$ cat src/rtl/umai_pkg.sv
// Shared types and constants for the UMAI tx packetizer: flit layout, widths and FSM states.
package umai_pkg;

  localparam int unsigned AddrW        = 32;
  localparam int unsigned LenW         = 6;
  localparam int unsigned DataW        = 512;
  localparam int unsigned FlitW        = 72;
  localparam int unsigned PayloadW     = 64;
  localparam int unsigned FlitsPerBeat = 8;
  localparam int unsigned IdxW         = 3;

  // Header bit positions inside a flit
  localparam int unsigned TypeHi  = 71;
  localparam int unsigned TypeLo  = 70;
  localparam int unsigned IdxHi   = 69;
  localparam int unsigned IdxLo   = 67;
  localparam int unsigned LastBit = 66;

  typedef enum logic [1:0] {
    FLIT_WCMD  = 2'b01,
    FLIT_RCMD  = 2'b10,
    FLIT_WDATA = 2'b11
  } flit_type_e;

  typedef enum logic [0:0] {
    StIdle,
    StData
  } state_e;

  function automatic logic [FlitW-1:0] mk_flit(input flit_type_e       ftype,
                                               input logic [IdxW-1:0]  idx,
                                               input logic             last,
                                               input logic [PayloadW-1:0] payload);
    return {ftype, idx, last, 2'b00, payload};
  endfunction

  function automatic logic [PayloadW-1:0] cmd_payload(input logic [LenW-1:0]  len,
                                                      input logic [AddrW-1:0] addr);
    return {{(PayloadW - LenW - AddrW){1'b0}}, len, addr};
  endfunction

endpackage

$ cat src/rtl/umai_flit_obuf.sv
// One-entry registered valid/ready stage; o_valid and o_data come straight from flops.
module umai_flit_obuf
  import umai_pkg::*;
(
  input  logic             i_clk,
  input  logic             i_rst,
  input  logic             i_valid,
  output logic             o_ready,
  input  logic [FlitW-1:0] i_data,
  output logic             o_valid,
  input  logic             i_ready,
  output logic [FlitW-1:0] o_data
);

  logic             valid_q, valid_d;
  logic [FlitW-1:0] data_q, data_d;

  // Accept when empty or when the held flit leaves this cycle.
  assign o_ready = !valid_q || i_ready;

  always_comb begin
    valid_d = valid_q;
    data_d  = data_q;
    if (o_ready) begin
      valid_d = i_valid;
      if (i_valid) begin
        data_d = i_data;
      end
    end
  end

  always_ff @(posedge i_clk) begin
    if (i_rst) begin
      valid_q <= 1'b0;
      data_q  <= '0;
    end else begin
      valid_q <= valid_d;
      data_q  <= data_d;
    end
  end

  assign o_valid = valid_q;
  assign o_data  = data_q;

endmodule

$ cat src/rtl/umai_tx_packetizer.sv
// Turns UMAI write/read commands and 512-bit write beats into 72-bit AIB tx flits.
module umai_tx_packetizer
  import umai_pkg::*;
(
  input  logic             i_clk,
  input  logic             i_rst,
  input  logic             i_umai_slv_wcmd_valid,
  output logic             o_umai_slv_wcmd_ready,
  input  logic [AddrW-1:0] i_umai_slv_wcmd_addr,
  input  logic [LenW-1:0]  i_umai_slv_wcmd_len,
  input  logic             i_umai_slv_rcmd_valid,
  output logic             o_umai_slv_rcmd_ready,
  input  logic [AddrW-1:0] i_umai_slv_rcmd_addr,
  input  logic [LenW-1:0]  i_umai_slv_rcmd_len,
  input  logic             i_umai_slv_wvalid,
  output logic             o_umai_slv_wready,
  input  logic [DataW-1:0] i_umai_slv_wdata,
  output logic             o_tx_valid,
  input  logic             i_tx_ready,
  output logic [FlitW-1:0] o_tx_data
);

  state_e            state_q, state_d;
  logic              rr_q, rr_d;  // 1: rcmd wins the next tie
  logic [LenW-1:0]   beat_cnt_q, beat_cnt_d;
  logic [IdxW-1:0]   flit_idx_q, flit_idx_d;
  logic              buf_vld_q, buf_vld_d;
  logic [DataW-1:0]  buf_q, buf_d;

  logic              ob_valid, ob_ready;
  logic [FlitW-1:0]  ob_data;
  logic              grant_w, grant_r, wready;
  logic [DataW-1:0]  src_beat;
  logic [PayloadW-1:0] src_word;
  logic              last_flit;

  // Command flits are pushed on the grant edge, so the WCMD/RCMD phases collapse into IDLE.
  // With the beat buffer empty, flit 0 bypasses straight from wdata to avoid a bubble.
  always_comb begin
    state_d    = state_q;
    rr_d       = rr_q;
    beat_cnt_d = beat_cnt_q;
    flit_idx_d = flit_idx_q;
    buf_vld_d  = buf_vld_q;
    buf_d      = buf_q;
    ob_valid   = 1'b0;
    ob_data    = '0;
    grant_w    = 1'b0;
    grant_r    = 1'b0;
    wready     = 1'b0;
    src_beat   = buf_vld_q ? buf_q : i_umai_slv_wdata;
    src_word   = src_beat[{flit_idx_q, 6'd0} +: PayloadW];
    last_flit  = (flit_idx_q == 3'd7) && (beat_cnt_q == '0);

    unique case (state_q)
      StIdle: begin
        if (!i_rst && ob_ready) begin
          if (i_umai_slv_wcmd_valid && (!i_umai_slv_rcmd_valid || !rr_q)) begin
            grant_w = 1'b1;
          end else if (i_umai_slv_rcmd_valid) begin
            grant_r = 1'b1;
          end
        end
        if (grant_w) begin
          ob_valid   = 1'b1;
          ob_data    = mk_flit(FLIT_WCMD, '0, 1'b1,
                               cmd_payload(i_umai_slv_wcmd_len, i_umai_slv_wcmd_addr));
          beat_cnt_d = i_umai_slv_wcmd_len;
          flit_idx_d = '0;
          buf_vld_d  = 1'b0;
          rr_d       = 1'b1;
          state_d    = StData;
        end else if (grant_r) begin
          ob_valid = 1'b1;
          ob_data  = mk_flit(FLIT_RCMD, '0, 1'b1,
                             cmd_payload(i_umai_slv_rcmd_len, i_umai_slv_rcmd_addr));
          rr_d     = 1'b0;
        end
      end
      StData: begin
        wready   = !i_rst && ob_ready &&
                   (!buf_vld_q || (flit_idx_q == 3'd7 && beat_cnt_q != '0));
        ob_valid = buf_vld_q || i_umai_slv_wvalid;
        ob_data  = mk_flit(FLIT_WDATA, flit_idx_q, last_flit, src_word);
        if (ob_valid && ob_ready) begin
          flit_idx_d = flit_idx_q + 3'd1;
          if (!buf_vld_q) begin
            buf_d     = i_umai_slv_wdata;
            buf_vld_d = 1'b1;
          end else if (flit_idx_q == 3'd7) begin
            if (beat_cnt_q == '0) begin
              buf_vld_d = 1'b0;
              state_d   = StIdle;
            end else begin
              beat_cnt_d = beat_cnt_q - LenW'(1);
              buf_vld_d  = i_umai_slv_wvalid;
              buf_d      = i_umai_slv_wdata;
            end
          end
        end
      end
    endcase
  end

  always_ff @(posedge i_clk) begin
    if (i_rst) begin
      state_q    <= StIdle;
      rr_q       <= 1'b0;
      beat_cnt_q <= '0;
      flit_idx_q <= '0;
      buf_vld_q  <= 1'b0;
      buf_q      <= '0;
    end else begin
      state_q    <= state_d;
      rr_q       <= rr_d;
      beat_cnt_q <= beat_cnt_d;
      flit_idx_q <= flit_idx_d;
      buf_vld_q  <= buf_vld_d;
      buf_q      <= buf_d;
    end
  end

  umai_flit_obuf u_obuf (
    .i_clk   (i_clk),
    .i_rst   (i_rst),
    .i_valid (ob_valid),
    .o_ready (ob_ready),
    .i_data  (ob_data),
    .o_valid (o_tx_valid),
    .i_ready (i_tx_ready),
    .o_data  (o_tx_data)
  );

  assign o_umai_slv_wcmd_ready = grant_w;
  assign o_umai_slv_rcmd_ready = grant_r;
  assign o_umai_slv_wready     = wready;

endmodule
$ cat config.mk
export PLATFORM = sky130hd
export DESIGN_NAME = umai_tx_packetizer
export DESIGN_NICKNAME = d
export VERILOG_FILES = /design/src/rtl/umai_pkg.sv /design/src/rtl/umai_flit_obuf.sv /design/src/rtl/umai_tx_packetizer.sv
export SDC_FILE = /design/constraint.sdc
export NUM_CORES = 1
export LEC_CHECK = 0
export BUFFER_PORTS_ARGS = -buffer_cell sky130_fd_sc_hd__clkbuf_2
export CORE_AREA = 2 2 264 266
export DETAILED_ROUTE_END_ITERATION = 12
export DIE_AREA = 0 0 266 268
export PLACE_DENSITY = 0.66
export SLEW_MARGIN = 30
export SYNTH_ARGS = -nofsm -noshare
export SYNTH_HDL_FRONTEND = slang
export SYNTH_SLANG_ARGS = --single-unit
$ cat constraint.sdc
create_clock -name i_clk -period 3 [get_ports i_clk]
set_clock_uncertainty 0.15 [all_clocks]
set_input_delay 0.3 -clock i_clk [delete_from_list [all_inputs] [get_ports i_clk]]
set_output_delay 0.3 -clock i_clk [all_outputs]
set_load 0.02 [all_outputs]
# Word-level counts from Yosys, hierarchy flattened
# Cells that the tools add are included.
# Widths: inputs -> output; s select.
word_totals:
  regBits: 597
  out_inout_bits: 76
  word_cells: 86
classes:
  add_sub_neg: 2
  n_eq_ne: 8
  n_shift: 1
  mux: 43
  n_bitwise: 1
  n_reduce_logical: 23
op_table:
  columns: ["op", "count"]
  rows:
  - ["$mux 512", 4]
  - ["$shiftx 512x10->64", 1]
  - ["$mux 72", 2]
  - ["$pmux 72 s2", 1]
  - ["$mux 6", 5]
  - ["$mux 1", 24]
  - ["$pmux 6 s2", 1]
  - ["$ne 2x1->1 const B", 4]
  - ["$logic_and 1x1->1", 6]
  - ["$logic_not 6->1", 1]
  - ["$mux 3", 2]
  - ["$ne 2x2->1 const B", 3]
  - ["$pmux 1 s2", 3]
  - ["$pmux 3 s2", 1]
  - ["$reduce_and 2->1", 3]
  - ["$reduce_bool 6->1", 1]
  - ["$sub 6x1->6 const B", 1]
  - ["$logic_not 1->1", 5]
  - ["$reduce_and 5->1", 1]
  - ["$logic_or 1x1->1", 4]
  - ["$reduce_and 4->1", 1]
  - ["$add 3x1->3 const B", 1]
  - ["$eq 3x3->1 const B", 1]
  - ["$reduce_bool 2->1", 1]
  - ["$not 1->1", 1]

# Longest topological paths before layout
# Gate-level depths: netlist (run 1).
logic_depth:
  depth_word: 10
  depth_mapped: 10
  depth_no_buf: 7

# Hierarchy
# Synthesis (run 1) repeated with hierarchy kept, for this count alone.
unflattened:
  hier_cells: 3334
  area_unflattened_um2: 32785.2
modules_own_cells:
  columns: ["module", "instances", "cells_per_inst", "area_each_um2", "seq_area_each_um2"]
  rows:
  - ["umai_tx_packetizer", 1, 3002, 29374.4, 10490.1]
  - ["umai_flit_obuf", 1, 332, 3410.8, 1461.4]

# Worst setup path after synthesis (run 1)
# Ideal clock, no wire load.
synth_path:
  path_kind: "flip-flop to flip-flop"
  from: "register flit_idx_q[1]"
  to: "register u_obuf.data_q[49], in the netlist u_obuf.o_data[49]"
  setup_ps: 134
  arrival_ps: 1705
  t_required_ps: 2716
  setup_slack_ps: 1012
  path_stages_with_launch: 7
  n_path_buf: 3
  synth_period_minus_slack_ps: 1988
  cell_sequence: "dfxtp_1 > buf_2 > buf_2 > buf_2 > mux4_2 > a22oi_1 > o211ai_1"
synth_between:
  elab_chain_cells: 2
synth_lines:
  columns: ["item", "line_no", "source"]
  rows:
  - ["start, declared", "umai_tx_packetizer.sv:26", "logic [IdxW-1:0] flit_idx_q, flit_idx_d;"]
  - ["start signal, assigned", "umai_tx_packetizer.sv:117", "flit_idx_q <= flit_idx_d;"]
  - ["$shiftx 512x10->64", "umai_tx_packetizer.sv:52", "src_word = src_beat[{flit_idx_q, 6'd0} +: PayloadW];"]
  - ["$pmux 72 s2", "umai_tx_packetizer.sv:55", "unique case (state_q)"]
  - ["end signal, assigned", "umai_flit_obuf.sv:38", "data_q <= data_d;"]
  - ["end, declared", "umai_flit_obuf.sv:16", "logic [FlitW-1:0] data_q, data_d;"]
# Every way passes these cells.
# A chain may end at the register's enable or synchronous reset.

# Worst setup path after layout (run 1)
layout_path:
  from: "register flit_idx_q[1]"
  to: "output o_umai_slv_wready"
layout_between:
  elab_chain_cells: 5
layout_lines:
  columns: ["item", "line_no", "source"]
  rows:
  - ["$eq 3x3->1", "umai_tx_packetizer.sv:82", "(!buf_vld_q || (flit_idx_q == 3'd7 && beat_cnt_q != '0));"]
  - ["$logic_and 1x1->1", "umai_tx_packetizer.sv:82", null]
  - ["$logic_or 1x1->1", "umai_tx_packetizer.sv:82", null]
  - ["$logic_and 1x1->1", "umai_tx_packetizer.sv:81", "wready = !i_rst && ob_ready &&"]
  - ["$mux 1", "umai_tx_packetizer.sv:55", null]
  - ["end, declared", "umai_tx_packetizer.sv:16", "output logic o_umai_slv_wready,"]
# Every way passes these cells.

==> results.tsv, run 1 <==
stage	metric	value	unit
run_status	outcome	completed	
worst_hold_path	WHS Endpoint	u_obuf.o_data[3]$_SDFFE_PP0P_	
floorplanning	DIE WIDTH	266	microns
setup_path	RR Endpoint	buf_q[34]$_SDFFE_PP0P_	
synth	syn avg cell area	8.91	sq um
synth	cells after synthesis	3234	
synth	top post-synthesis cells by count	nand2_1 (1090), dfxtp_1 (595), a21oi_1 (546), mux4_2 (224), buf_2 (173)	
place	placed inst area	0.0330	sq mm
route	vias per cell	5.65	
setup_path	crit-path max FO	15	
power	power per cell area	507	mW/mm^2
power	Leakage	0.0153	uW
power	Logic pwr share	18.1	%
floorplanning	Initial Utilization	42.2	%
worst_hold_path	WHS Path Cells	4	
setup_path	slowest stage delay, CP	0.49	ns
floorplanning	I/O pin cnt	670	
synth	#FFs+latches synth	595	
synth	total number of yosys warnings	0	
synth	Area contributors post-synth	dfxtp_1 (41%), mux4_2 (18%), nand2_1 (14%)	
timing	max frequency	349	MHz
setup_path	kind of critical path	reg -> out	
synth	top-count cell post-synth	nand2_1	
floorplanning	row count	96	
timing	setup slack after layout	0.139	ns
power	sequential group share of total power	41.0	%
clocking	CTS tree	done	
setup_path	CP Launch Type	register	
setup_path	critical path cell sequence	ha_1 -> ha_1 -> inv_1 -> a31o_2 -> a211oi_1 -> buf_2	
place	IO buf count	667	
setup_path	worst reg2reg path startpoint	flit_idx_q[1]$_SDFFE_PP0P_	
clocking	worst skew pair latency	0.61	ns
timing	final hold vios	0	
final_layout	fill count	5562	
route	post-route DRC violation count	0	
floorplanning	Die H	268	microns
synth	asr flop ratio synth	0	%
timing	post-layout minimum cycle time	2.86	ns
place	GP Congestion	0.870	
global_routing	first-pass GRT wire length	177000	microns
setup_path	Slowest cell on crit path	dfxtp_4	
clocking	clock buffer count from CTS	68	
global_routing	grt ovf	0	
worst_hold_path	Tightest Hold Check Type	in -> reg	
synth	Synth area leader	dfxtp_1	
setup_path	crit end category	output pin	
power	Switching Share	27.6	%
power	Peak VDD IR	397	uV
clocking	# clock sinks	595	
synth	Synth cell types	45	
power	Clk pwr share	40.9	%
final_layout	layout cell share with drive strength beyond 1	25.2	%
floorplanning	Die Area	0.0713	sq mm
power	P_int	15000	uW
timing	RSZ-0062 raised after global routing	no	
setup_path	Crit path arrival time	2.41	ns
global_routing	largest net degree at the start of global routing	218	
global_routing	Tot GR Track Use	32.3	%
setup_path	Reg2Reg Setup Slack	0.30	ns
setup_path	WP data required	2.55	ns
synth	mapped cell area	0.0288	sq mm
setup_path	most used cell, CP	ha_1	
route	overall routed net length	119000	microns
route	number of antenna-violating nets in the routed design	0	
timing	Worst slew margin	35.1	%
clocking	Clock transition at path regs	0.06	ns
timing	Slew Limit Fails	0	
final_layout	post-route cell area	0.0409	sq mm
final_layout	Net count, final	4924	
timing	actual slew at the worst max-slew pin	0.969	ns
route	DRT Pass-1 Iters	6	
final_layout	P&R area growth vs syn	42.0	%
place	Detail Placement HPWL	78600	microns
worst_hold_path	min-delay src	i_umai_slv_wcmd_addr[3]	
timing	Setup Viol. Count Final	0	
route	DR WL/cell	22.4	microns
timing	setup_tns	0	ns
run	max cap viols	0	
clocking	root buf cell	clkbuf_16	
global_routing	vias in the first global route	30300	
route	via count	29900	
clocking	Clock Tree Buf Depth	3	
timing	post-route clock period utilization	95.4	%
setup_path	R2R cell count	9	
place	pre-CTS setup slack	0.388	ns
global_routing	initial antenna violation count	30	
floorplanning	total core area	0.0682	sq mm
synth	Top FF cell, synth	dfxtp_1	
synth	Seq/Total Area, Yosys	41.3	%
synth	number of synthesized flops with an enable pin	0	
power	net switching power	5720	uW
synth	top cell type's share of synthesized area	41.3	%
route	DRT iter0 DRCs	2963	
clocking	H-tree Lvls	3	
==> metal layers <==
metal  vias up  GRT usage (%)  wire (microns)
li1      13600              -               -
met1     14300           35.9           42700
met2      1551           55.5           58100
met3       432           7.28            9290
met4        10           21.5            8410
met5         -              0              75
==> final cells by class <==
class	instances	area (sq um)	share of cell area, %
Inverter	9	33.8	0.0826
Clock buffer	101	2070	5.06
Sequential cell	595	11900	29.1
Multi-Input combinational cell	2341	15500	38.0
Timing Repair Buffer	1310	9990	24.4
Clock inverter	20	190	0.465
Antenna cell	27	67.6	0.165
Tap cell	882	1100	2.70
==> registers in the layout, summed over array words and instances (netlist names) <==
signal / flops
buf_vld_q: 1
state_q: 1
rr_q: 1
u_obuf.o_data: 70
u_obuf.o_valid: 1
flit_idx_q: 3
buf_q: 512
beat_cnt_q: 6
==> stage by stage <==
step / util [%] / instances / hold WS, ns / power [uW]
5_1_grt: 59.9 / 5277 / 0.0322 / 21500
6_report: 60.0 / 5285 / 0.0408 / 20800
3_5_place_dp: 48.4 / 4580 / 0.293 / 11700
3_3_place_gp: 48.3 / 4579 / 0.288 / 11700
4_1_cts: 59.8 / 5257 / 0.00536 / 20800
2_1_floorplan: - / 3235 / 0.283 / 10400
==> logic make-up after synthesis <==
kind of cell | share of synthesized area (%)
DFF | 41.3
and+or+nand+nor | 16.2
other | 0.0130
AOI/OAI and AO/OA | 15.5
buffers and inverters | 4.97
adders and majority gates | 0.217
muxes | 21.8
==> worst max-delay path by stage <==
stage,depth (start not counted),slack (ns),endpoint,startpoint
global route,6,0.02,o_umai_slv_wready,flit_idx_q[1]$_SDFFE_PP0P_
global placement,6,0.41,u_obuf.o_data[31]$_SDFFE_PP0P_,flit_idx_q[0]$_SDFFE_PP0P_
floorplan,6,1.01,u_obuf.o_data[49]$_SDFFE_PP0P_,flit_idx_q[1]$_SDFFE_PP0P_
CTS,6,0.07,o_umai_slv_wready,flit_idx_q[1]$_SDFFE_PP0P_
detailed placement,6,0.39,u_obuf.o_data[31]$_SDFFE_PP0P_,flit_idx_q[0]$_SDFFE_PP0P_
finish,6,0.14,o_umai_slv_wready,flit_idx_q[1]$_SDFFE_PP0P_
==> cells in the final DEF, fill, tap and decap left out, types with 69 or more instances in the layout <==
cell type	instances
a21oi_1	546
a22oi_1	69
clkbuf_16	71
clkbuf_2	665
dfxtp_1	592
dlygate4sd3_1	556
mux2i_1	123
mux4_2	224
nand2_1	1090
nor2_1	70
==> power groups by stage <==
stage	sequential, uW	combinational (uW)	clock (uW)
final	8510	3760	8480
after global routing	8540	4000	8930
after CTS	8490	3680	8620
after detailed placement	8660	3050	0
after global placement	8650	3020	0
after floorplan	8680	1750	0
==> worst max-delay path, delay by kind of cell (launching register included) <==
kind	cells	cell delay, ns
compound gates	2	0.52
flops	1	0.49
fa+ha+maj	2	0.48
buf+inv	2	0.32
==> what timing repair did <==
action	in CTS	in global routing
endpoints found under the setup margin	0	1
buffers inserted	0	0
gates resized for setup	0	1
hold endpoints to repair	549	0
hold buffers	556	0
(Power assumes the default switching activity.)
==> inputs of run 2 (changes only) <==
Settings changed: SETUP_SLACK_MARGIN from default to 0.3.
==> results.tsv, run 2 (synthesis gave the netlist of run 1 again) <==
stage	metric	value	unit	change
global_routing	Tot GR Track Use	32.3	%	about the same
run	max cap viols	0		unchanged
route	overall routed net length	119000	microns	+0.25%
setup_path	Top Family by Delay on Critical Path	multiplexers		
route	number of antenna-violating nets in the routed design	0		unchanged
global_routing	first-pass GRT wire length	177000	microns	about the same
global_routing	largest net degree at the start of global routing	218		unchanged
worst_hold_path	min-delay src	i_umai_slv_wcmd_addr[3]		
timing	setup_tns	0	ns	unchanged
clocking	clock buffer count from CTS	68		unchanged
global_routing	grt ovf	0		unchanged
timing	Setup Viol. Count Final	0		unchanged
setup_path	CP Buf/Inv Count	3		+1
final_layout	layout cell share with drive strength beyond 1	25.4	%	+0.19 points
final_layout	Storage cell area	0.0119	sq mm	unchanged
worst_hold_path	WHS Endpoint	u_obuf.o_data[3]$_SDFFE_PP0P_		
power	Leakage	0.0153	uW	+0.21%
setup_path	Reg2Reg Setup Slack	0.30	ns	about the same
floorplanning	I/O pin cnt	670		unchanged
floorplanning	Initial Utilization	42.2	%	unchanged
place	GP Congestion	0.870		unchanged
setup_path	most used cell, CP	buf_4		
setup_path	kind of critical path	reg -> reg		
clocking	# clock sinks	595		unchanged
timing	max frequency	371	MHz	+6.0%
setup_path	crit end category	register		
final_layout	fill count	5566		+0.072%
setup_path	CP Launch Type	register		
worst_hold_path	Tightest Hold Check Type	in -> reg		
floorplanning	Die H	268	microns	unchanged
final_layout	max FFs per register	512		unchanged
timing	Slew Limit Fails	0		unchanged
floorplanning	DIE WIDTH	266	microns	unchanged
clocking	Clock Tree Buf Depth	3		unchanged
clocking	Clock transition at path regs	0.06	ns	about the same
final_layout	Reg with most FFs	buf_q		
setup_path	crit-path max FO	33		+18
place	Detail Placement HPWL	78600	microns	unchanged
worst_hold_path	WHS Path Cells	4		unchanged
timing	actual slew at the worst max-slew pin	0.975	ns	+0.00537 ns
global_routing	vias in the first global route	30300		+0.049%
clocking	CTS tree	done		
timing	RSZ-0062 raised after global routing	yes		
power	power per cell area	507	mW/mm^2	about the same
final_layout	most frequent cells in the layout	nand2_1 (1090), clkbuf_2 (665), dfxtp_1 (592), dlygate4sd3_1 (556), a21oi_1 (546)		
timing	Hold Slack	0.0327	ns	-0.00810 ns
setup_path	WP data required	3.29	ns	+0.74 ns
run_status	outcome	completed		
route	vias per cell	5.64		-0.19%
power	Peak VDD IR	394	uV	-0.55%
place	IO buf count	667		unchanged
setup_path	Slowest cell on crit path	mux4_2		
final_layout	commonest non-fill, non-tap cell in the layout	nand2_1		
setup_path	R2R cell count	6		-3
route	via count	29800		-0.13%
clocking	worst skew pair latency	0.61	ns	about the same
timing	Worst slew margin	34.8	%	-0.36 points
setup_path	RR Endpoint	u_obuf.o_data[46]$_SDFFE_PP0P_		
timing	post-layout minimum cycle time	2.70	ns	-0.163 ns
setup_path	worst reg2reg path startpoint	flit_idx_q[1]$_SDFFE_PP0P_		
route	DR WL/cell	22.5	microns	+0.20%
route	post-route DRC violation count	0		unchanged
clocking	root buf cell	clkbuf_16		
global_routing	initial antenna violation count	30		unchanged
floorplanning	total core area	0.0682	sq mm	unchanged
final_layout	Net count, final	4930		+0.12%
setup_path	slowest stage delay, CP	0.55	ns	+0.06 ns
floorplanning	Die Area	0.0713	sq mm	unchanged
final_layout	Multi-input gate area	0.0155	sq mm	about the same
floorplanning	row count	96		unchanged
timing	post-route clock period utilization	90.0	%	-5.4 points
clocking	H-tree Lvls	3		unchanged
setup_path	Crit path arrival time	2.99	ns	+0.58 ns
timing	final hold vios	0		unchanged
setup_path	critical path cell sequence	buf_4 -> buf_4 -> buf_12 -> mux4_2 -> mux2i_1 -> o211ai_1		
route	DRT iter0 DRCs	3003		+1.3%
final_layout	P&R area growth vs syn	42.2	%	
route	DRT Pass-1 Iters	7		+1
run 2: changes by cell type in the layout (fill, tap and decap cells not counted), sizes merged:
| cell | change |
|---|---|
| diode | -3 |
| buf | +6 |
run 2: metal layers:
layer	up-vias	wire, microns	GRT usage (%)
met3	423	9300	7.26
met4	10	8270	21.4
met1	14200	43100	35.9
li1	13600	-	-
met2	1548	58100	55.6
met5	-	75	0
run 2: layout make-up:
cell class | count | share of cell area [%]
Clock buffer | 101 | 5.05
Timing Repair Buffer | 1316 | 24.5
Inverter | 9 | 0.0825
Antenna cell | 24 | 0.147
Clock inverter | 20 | 0.464
Sequential cell | 595 | 29.1
Tap cell | 882 | 2.69
Multi-Input combinational cell | 2341 | 37.9
run 2: repair_timing:
item                       4_1_cts  5_1_grt
hold endpoints to repair       549        0
hold buffers                   556        0
setup buffers                    1        5
cloned                           0        0
gates resized for setup          2        4
setup endpoints to repair        2        6
run 2: metrics by stage:
stage          instance area [sq um]  utilization [%]  worst slack [ns]  power [uW]  std cells
2_1_floorplan                  28800                -              1.01       10400       3235
3_3_place_gp                   33000             48.3             0.413       11700       4579
3_5_place_dp                   33000             48.4             0.388       11700       4580
4_1_cts                        40800             59.8             0.219       20800       5258
5_1_grt                        41000             60.0             0.202       21500       5283
6_report                       41000             60.0             0.301       20800       5288
run 2: worst reg2reg max path, delay by kind of cell, from the launching register on:
| family | cells | cell delay (ns) |
|---|---|---|
| AOI/OAI and AO/OA | 1 | 0.18 |
| DFF | 1 | 0.34 |
| muxes | 2 | 1.06 |
| buffers and inverters | 3 | 0.81 |
run 2: how the worst max path moves through the flow:
stage	from	to	slack, ns	depth (start not counted)
3_3_place_gp	flit_idx_q[0]$_SDFFE_PP0P_	u_obuf.o_data[31]$_SDFFE_PP0P_	0.41	6
4_1_cts	flit_idx_q[0]$_SDFFE_PP0P_	o_umai_slv_wready	0.22	6
2_1_floorplan	flit_idx_q[1]$_SDFFE_PP0P_	u_obuf.o_data[49]$_SDFFE_PP0P_	1.01	6
3_5_place_dp	flit_idx_q[0]$_SDFFE_PP0P_	u_obuf.o_data[31]$_SDFFE_PP0P_	0.39	6
5_1_grt	flit_idx_q[0]$_SDFFE_PP0P_	o_umai_slv_wready	0.20	6
6_report	flit_idx_q[1]$_SDFFE_PP0P_	u_obuf.o_data[46]$_SDFFE_PP0P_	0.30	6
run 2: report_power, final:
part,total [uW],internal [uW],switching (uW)
logic,3780,1790,1990
clock network,8490,4970,3520
registers,8500,8290,216
total,20800,15000,5730
